**src/rtl/gpu_pkg.sv**
```systemverilog
// Shared encodings for the SIMT core: scheduler states, fetcher and LSU states, opcodes.
// The decoder and fetcher import the same constants.
package gpu_pkg;

    localparam logic [2:0] CORE_IDLE    = 3'b000;
    localparam logic [2:0] CORE_FETCH   = 3'b001;
    localparam logic [2:0] CORE_DECODE  = 3'b010;
    localparam logic [2:0] CORE_REQUEST = 3'b011;
    localparam logic [2:0] CORE_WAIT    = 3'b100;
    localparam logic [2:0] CORE_EXECUTE = 3'b101;
    localparam logic [2:0] CORE_UPDATE  = 3'b110;
    localparam logic [2:0] CORE_DONE    = 3'b111;

    localparam logic [2:0] FETCHER_IDLE     = 3'b000;
    localparam logic [2:0] FETCHER_FETCHING = 3'b001;
    localparam logic [2:0] FETCHER_FETCHED  = 3'b010;

    localparam logic [1:0] LSU_IDLE       = 2'b00;
    localparam logic [1:0] LSU_REQUESTING = 2'b01;
    localparam logic [1:0] LSU_WAITING    = 2'b10;
    localparam logic [1:0] LSU_DONE       = 2'b11;

    localparam logic [3:0] OP_NOP   = 4'b0000;
    localparam logic [3:0] OP_BRNZP = 4'b0001;
    localparam logic [3:0] OP_CMP   = 4'b0010;
    localparam logic [3:0] OP_ADD   = 4'b0011;
    localparam logic [3:0] OP_SUB   = 4'b0100;
    localparam logic [3:0] OP_MUL   = 4'b0101;
    localparam logic [3:0] OP_DIV   = 4'b0110;
    localparam logic [3:0] OP_LDR   = 4'b0111;
    localparam logic [3:0] OP_STR   = 4'b1000;
    localparam logic [3:0] OP_CONST = 4'b1001;
    localparam logic [3:0] OP_SYNC  = 4'b1010;
    localparam logic [3:0] OP_RET   = 4'b1111;

endpackage

```
**src/rtl/core_scheduler_if.sv**
```systemverilog
// Bundle between the core scheduler and its fetcher, LSUs, decoder, lanes and barrier unit.
// master = scheduler side, slave = the surrounding core/block logic.
interface core_scheduler_if #(
    parameter int THREADS_PER_BLOCK = 4,
    parameter int PC_WIDTH          = 8
);
    logic [2:0]                            fetcher_state;
    logic [2*THREADS_PER_BLOCK-1:0]        lsu_state;
    logic [PC_WIDTH*THREADS_PER_BLOCK-1:0] next_pc;
    logic                                  decoded_ret;
    logic                                  decoded_barrier_enable;
    logic                                  barrier_release;
    logic [2:0]                            core_state;
    logic [PC_WIDTH-1:0]                   current_pc;
    logic                                  barrier_arrive;

    modport master (
        input  fetcher_state, lsu_state, next_pc, decoded_ret,
               decoded_barrier_enable, barrier_release,
        output core_state, current_pc, barrier_arrive
    );

    modport slave (
        output fetcher_state, lsu_state, next_pc, decoded_ret,
               decoded_barrier_enable, barrier_release,
        input  core_state, current_pc, barrier_arrive
    );
endinterface

```
**src/rtl/core_scheduler_pc_select.sv**
```systemverilog
// Picks the next PC from the lowest-index enabled lane and flags lanes that disagree.
// With no lanes enabled, lane 0 is selected and no mismatch is reported.
module pc_select #(
    parameter int THREADS_PER_BLOCK = 4,
    parameter int PC_WIDTH          = 8
) (
    input  logic [THREADS_PER_BLOCK-1:0]          thread_enable,
    input  logic [PC_WIDTH*THREADS_PER_BLOCK-1:0] next_pc,
    output logic [PC_WIDTH-1:0]                   selected_pc,
    output logic                                  mismatch
);
    logic found;

    always_comb begin
        selected_pc = next_pc[PC_WIDTH-1:0];
        found       = 1'b0;
        for (int unsigned i = 0; i < THREADS_PER_BLOCK; i++) begin
            if (thread_enable[i] && !found) begin
                selected_pc = next_pc[PC_WIDTH*i +: PC_WIDTH];
                found       = 1'b1;
            end
        end
        mismatch = 1'b0;
        for (int unsigned i = 0; i < THREADS_PER_BLOCK; i++) begin
            if (thread_enable[i] && (next_pc[PC_WIDTH*i +: PC_WIDTH] != selected_pc))
                mismatch = 1'b1;
        end
    end
endmodule

```
**src/rtl/core_scheduler.sv**
```systemverilog
// Per-core sequencer: steps core_state, holds the shared PC, waits on fetcher/LSUs,
// runs the SYNC barrier handshake and reports kernel completion.
module core_scheduler
    import gpu_pkg::*;
#(
    parameter int THREADS_PER_BLOCK = 4,
    parameter int PC_WIDTH          = 8
) (
    input  logic                         clk,
    input  logic                         reset,
    input  logic                         start,
    input  logic [THREADS_PER_BLOCK-1:0] thread_enable,
    core_scheduler_if.master             bus,
    output logic                         done,
    output logic                         divergence_error
);
    logic [2:0]          state_q, state_d;
    logic [PC_WIDTH-1:0] pc_q, pc_d;
    logic                arrive_q, arrive_d;
    logic                done_q, done_d;
    logic                div_q, div_d;
    logic [PC_WIDTH-1:0] selected_pc;
    logic                mismatch;
    logic                busy;

    pc_select #(
        .THREADS_PER_BLOCK (THREADS_PER_BLOCK),
        .PC_WIDTH          (PC_WIDTH)
    ) u_pc_select (
        .thread_enable (thread_enable),
        .next_pc       (bus.next_pc),
        .selected_pc   (selected_pc),
        .mismatch      (mismatch)
    );

    always_comb begin
        busy = 1'b0;
        for (int unsigned i = 0; i < THREADS_PER_BLOCK; i++) begin
            if (thread_enable[i] &&
                ((bus.lsu_state[2*i +: 2] == LSU_REQUESTING) ||
                 (bus.lsu_state[2*i +: 2] == LSU_WAITING)))
                busy = 1'b1;
        end
    end

    always_comb begin
        state_d  = state_q;
        pc_d     = pc_q;
        arrive_d = arrive_q;
        done_d   = done_q;
        div_d    = div_q;
        case (state_q)
            CORE_IDLE: begin
                if (start) begin
                    state_d = CORE_FETCH;
                    pc_d    = '0;
                    done_d  = 1'b0;
                    div_d   = 1'b0;
                end
            end
            CORE_FETCH: begin
                if (bus.fetcher_state == FETCHER_FETCHED)
                    state_d = CORE_DECODE;
            end
            CORE_DECODE:  state_d = CORE_REQUEST;
            CORE_REQUEST: state_d = CORE_WAIT;
            CORE_WAIT: begin
                // Once parked, only the release can move us; a release seen before arrival is dropped.
                if (arrive_q) begin
                    if (bus.barrier_release) begin
                        arrive_d = 1'b0;
                        state_d  = CORE_EXECUTE;
                    end
                end else if (!busy) begin
                    if (bus.decoded_barrier_enable)
                        arrive_d = 1'b1;
                    else
                        state_d = CORE_EXECUTE;
                end
            end
            CORE_EXECUTE: state_d = CORE_UPDATE;
            CORE_UPDATE: begin
                if (bus.decoded_ret) begin
                    state_d = CORE_DONE;
                    done_d  = 1'b1;
                end else begin
                    state_d = CORE_FETCH;
                    pc_d    = selected_pc;
                    if (mismatch)
                        div_d = 1'b1;
                end
            end
            default: state_d = CORE_DONE;
        endcase
    end

    always_ff @(posedge clk) begin
        if (reset) begin
            state_q  <= CORE_IDLE;
            pc_q     <= '0;
            arrive_q <= 1'b0;
            done_q   <= 1'b0;
            div_q    <= 1'b0;
        end else begin
            state_q  <= state_d;
            pc_q     <= pc_d;
            arrive_q <= arrive_d;
            done_q   <= done_d;
            div_q    <= div_d;
        end
    end

    assign bus.core_state     = state_q;
    assign bus.current_pc     = pc_q;
    assign bus.barrier_arrive = arrive_q;
    assign done               = done_q;
    assign divergence_error   = div_q;
endmodule

```
**src/flat_wrapper.sv**
```systemverilog
// flat-port wrapper written by rule: the top's interface ports become plain ports
module core_scheduler_flat import gpu_pkg::*;
#(
    parameter int THREADS_PER_BLOCK = 4,
    parameter int PC_WIDTH          = 8
)
  (clk, reset, start, thread_enable, done, divergence_error, bus_fetcher_state, bus_lsu_state, bus_next_pc, bus_decoded_ret, bus_decoded_barrier_enable, bus_barrier_release, bus_core_state, bus_current_pc, bus_barrier_arrive);
  core_scheduler_if #(.THREADS_PER_BLOCK(THREADS_PER_BLOCK), .PC_WIDTH(PC_WIDTH)) bus_i ();
  input  logic clk;
  input  logic reset;
  input  logic start;
  input  logic [THREADS_PER_BLOCK-1:0] thread_enable;
  output logic done;
  output logic divergence_error;
  input wire logic [$bits(bus_i.fetcher_state)-1:0] bus_fetcher_state;
  input wire logic [$bits(bus_i.lsu_state)-1:0] bus_lsu_state;
  input wire logic [$bits(bus_i.next_pc)-1:0] bus_next_pc;
  input wire logic [$bits(bus_i.decoded_ret)-1:0] bus_decoded_ret;
  input wire logic [$bits(bus_i.decoded_barrier_enable)-1:0] bus_decoded_barrier_enable;
  input wire logic [$bits(bus_i.barrier_release)-1:0] bus_barrier_release;
  output wire logic [$bits(bus_i.core_state)-1:0] bus_core_state;
  output wire logic [$bits(bus_i.current_pc)-1:0] bus_current_pc;
  output wire logic [$bits(bus_i.barrier_arrive)-1:0] bus_barrier_arrive;
  assign bus_i.fetcher_state = bus_fetcher_state;
  assign bus_i.lsu_state = bus_lsu_state;
  assign bus_i.next_pc = bus_next_pc;
  assign bus_i.decoded_ret = bus_decoded_ret;
  assign bus_i.decoded_barrier_enable = bus_decoded_barrier_enable;
  assign bus_i.barrier_release = bus_barrier_release;
  assign bus_core_state = bus_i.core_state;
  assign bus_current_pc = bus_i.current_pc;
  assign bus_barrier_arrive = bus_i.barrier_arrive;
  core_scheduler #(.THREADS_PER_BLOCK(THREADS_PER_BLOCK), .PC_WIDTH(PC_WIDTH)) u_core (.clk(clk), .reset(reset), .start(start), .thread_enable(thread_enable), .bus(bus_i), .done(done), .divergence_error(divergence_error));
endmodule
```
**config.mk**
```make
export PLATFORM = sky130hd
export DESIGN_NAME = core_scheduler_flat
export DESIGN_NICKNAME = d
export VERILOG_FILES = /design/src/rtl/gpu_pkg.sv /design/src/rtl/core_scheduler_if.sv /design/src/rtl/core_scheduler_pc_select.sv /design/src/rtl/core_scheduler.sv /design/src/flat_wrapper.sv
export SDC_FILE = /design/constraint.sdc
export NUM_CORES = 1
export LEC_CHECK = 0
export ABC_AREA = 1
export BUFFER_PORTS_ARGS = -buffer_cell sky130_fd_sc_hd__clkbuf_2
export CAP_MARGIN = 20
export CORE_MARGIN = 2
export CORE_UTILIZATION = 37
export DETAILED_ROUTE_END_ITERATION = 10
export PLACE_DENSITY = 0.71
export SLEW_MARGIN = 20
export SYNTH_ARGS = -nofsm -noshare
export SYNTH_HDL_FRONTEND = slang
export SYNTH_HIERARCHICAL = 1
export SYNTH_SLANG_ARGS = --single-unit
```
**constraint.sdc**
```tcl
create_clock -name clk -period 2.9 [get_ports clk]
set_input_delay 0.58 -clock clk [delete_from_list [all_inputs] [get_ports clk]]
set_output_delay 0.58 -clock clk [all_outputs]
set_load 0.005 [all_outputs]
```
==> results.sh <==
export IMPL_required_ns=3.03
export IMPL_antenna_cells=0
export IMPL_timing_rr_start="u_core/bus.core_state[2]"
export IMPL_layout_common_cells="nand2_1 (119), clkbuf_2 (66), nand3_1 (56)"
export IMPL_post_cts_buffers=0
export IMPL_fmax_ghz=0.440
export IMPL_setup_violations=0
export IMPL_slowest_delay_ns=0.23
export IMPL_cts_buffers_inserted=3
export IMPL_worst_r2r_path_depth=8
export IMPL_grt_overflow_total=0
export IMPL_ctsHoldBuffers=0
export IMPL_fin_setup_tns_ns=0
export IMPL_cts_resized_gates=0
export IMPL_reg2reg_slack_ns=1.38
export IMPL_htree_levels=1
export IMPL_dieHeight_um=73.4
export IMPL_arrival_ns=2.41
export IMPL_status="finished clean"
export IMPL_crit_start="thread_enable[2]"
export IMPL_switchingPower_mw=0.438
export IMPL_fin_util=0.465
export IMPL_grt_util_all_layers=0.188
export IMPL_clock_path_buffers=2
export IMPL_fin_skew_ns=0.00273
export IMPL_p_leak_nw=1.33
export IMPL_critPathBufInv=2
export IMPL_antenna_found_initial=0
export IMPL_critPathTopFamily="simple AND/OR/NAND/NOR gates"
export IMPL_swShare=0.448
export IMPL_synth_area_per_cell_um2=5.32
export IMPL_synthDistinctLibCells=28
export IMPL_grt_pass1_vias=1949
export IMPL_area_growth_pct=22.4
export IMPL_dr_first_iter_drc_count=168
export IMPL_drive_above_1_share=0.278
export IMPL_synthCells=335
export IMPL_layout_commonest_cell="nand2_1"
export IMPL_clock_power_share=0.189
export IMPL_p_int_mw=0.540
export IMPL_synth_nets=388
export IMPL_cp_slowest_cell="clkbuf_2"
export IMPL_synth_area_um2=1780
export IMPL_dpl_hpwl_mm=3.98
export IMPL_max_slew_margin_rel=0.763
export IMPL_cp_depth=17
export IMPL_ir_drop_v=0.000200
export IMPL_seq_power_share=0.262
export IMPL_core_um2=4690
export IMPL_initial_core_util=0.380
export IMPL_clkTransAtPathRegs_ns=0.06
export IMPL_period_needed_ns=2.27
export IMPL_fin_crit_sh=0.784
export IMPL_finalMaxSlewViolations=0
export IMPL_io_pins=67
export IMPL_grt_max_degree=18
export IMPL_worst_r2r_endpoint="u_core/bus.core_state[0]"
export IMPL_cts_tree="done"
export IMPL_gp_congestion=0.886
export IMPL_worstSkewPairLatency_ns=0.24
export IMPL_tightest_slew_ns=0.355
export IMPL_dieArea_um2=5390
export IMPL_critPathKind="input port to register"
export IMPL_cts_num_sinks=14
export IMPL_io_buffers=66
export IMPL_crit_top_cell="nand2_1"
export IMPL_crit_chain="clkbuf_2, nor2_1, nand2_4, inv_2, nand2_1, nand2_2, nand2_1, nand2_1, nand2_1, nor2_1, nand2_1, nand2_1, nand3_1, nand2_1, nand2_1, nand3_1, a21oi_1"
export IMPL_hold_class="register to register"
export IMPL_die_w_um=73.4
export IMPL_path_max_fanout=17
export IMPL_drt_wirelength_per_cell_um=10.7
export IMPL_hold_violations=0
export IMPL_ys_ff_latch=14
export IMPL_p_comb_frac=0.548
export IMPL_cp_end_kind="register"
export IMPL_vias_per_cell=4.77
export IMPL_pwr_density_cell_nw_per_um2=448
export IMPL_wl_mm=4.87
export IMPL_nets=453
export IMPL_startpoint_type="input port"
export IMPL_grt_pass1_wl_mm=8.16
export IMPL_rsz0062_at_grt="no"
export IMPL_cap_violations=0
export IMPL_ys_warn_count=6
export IMPL_total_power_mw=0.978
export IMPL_ant_nets=0
export IMPL_row_count=25
export IMPL_drc=0
export IMPL_worstSetupEndpoint="u_core/divergence_error"
export IMPL_ys_seq_area_frac=0.157
export IMPL_first_pass_iters=4
export IMPL_vias=2161
export IMPL_cts_root_buf="clkbuf_8"
stage by stage:
step                      hold slack (ns)  setup WS (ns)  instance area, um^2  instances
final                               0.464          0.626                 2180        453
after global routing                0.485          0.355                 2180        453
after CTS                           0.468          0.651                 2180        453
after detailed placement            0.460          0.402                 2130        449
after global placement              0.454          0.419                 2130        449
after floorplan                     0.444          0.912                 1780        335
sequential cells by signal (all words and copies together), names as in the netlist:
register,flops
u_core/bus.current_pc,8
u_core/done,1
u_core/bus.barrier_arrive,1
u_core/divergence_error,1
u_core/bus.core_state,3
worst register-to-register path, stage by stage, from the launching register on:
cell     delay, ns
dfxtp_1       0.42
inv_1         0.12
nand2_2       0.13
or2_1         0.33
o21ai_2       0.10
nor2_2        0.14
nand3_2       0.08
nand2_1       0.06
nor2_1        0.03
layer usage:
layer | track usage | part of all wire | up-vias
met5 | 0 | 0 | -
met4 | 0.0263 | 0.0035 | 0
met3 | 0.0398 | 0.078 | 2
met2 | 0.328 | 0.47 | 78
met1 | 0.243 | 0.44 | 916
li1 | - | - | 1165
synth_stat cells, drive strengths merged:
cell type / number / area [um^2]
a211oi: 1 / 7.51
a21oi: 14 / 70.1
buf: 5 / 50.0
clkbuf: 1 / 3.75
clkinv: 1 / 3.75
dfxtp: 14 / 280
inv: 60 / 228
nand2: 138 / 584
nand3: 62 / 340
nand3b: 2 / 15.0
nand4: 2 / 12.5
nor2: 25 / 120
nor3: 1 / 10.0
nor3b: 1 / 7.51
o21ai: 6 / 37.5
or2: 2 / 12.5
final cells by class:
cell class              instances  area [um^2]
fillers                       505         2510
multi-input cells             254         1220
repair buffers                 66          330
flip-flops and latches         14          280
inverters                      61          231
well taps                      54         67.6
clock buffers                   4         55.1
cell families after synthesis:
logic type | share of synthesized area
and+or+nand+nor | 0.618
DFF | 0.157
buffers and inverters | 0.160
AOI/OAI and AO/OA | 0.0646
how the worst min path moves through the flow:
stage / end / slack [ns] / startpoint / depth (start not counted)
global placement: u_core/divergence_error / 0.45 / u_core/divergence_error / 2
detailed placement: u_core/bus.current_pc[5] / 0.46 / u_core/bus.current_pc[5] / 2
finish: u_core/bus.current_pc[4] / 0.46 / u_core/bus.current_pc[4] / 2
global route: u_core/bus.current_pc[4] / 0.48 / u_core/bus.current_pc[4] / 2
CTS: u_core/bus.current_pc[6] / 0.47 / u_core/bus.current_pc[6] / 2
floorplan: u_core/divergence_error / 0.44 / u_core/divergence_error / 2
power groups by stage:
stage / Clock [mW] / Combinational (mW) / Sequential [mW]
2_1_floorplan: 0 / 0.412 / 0.258
3_3_place_gp: 0 / 0.531 / 0.260
3_5_place_dp: 0 / 0.534 / 0.261
4_1_cts: 0.191 / 0.536 / 0.257
5_1_grt: 0.199 / 0.620 / 0.260
6_report: 0.185 / 0.536 / 0.257
(Power assumes the default switching activity.)
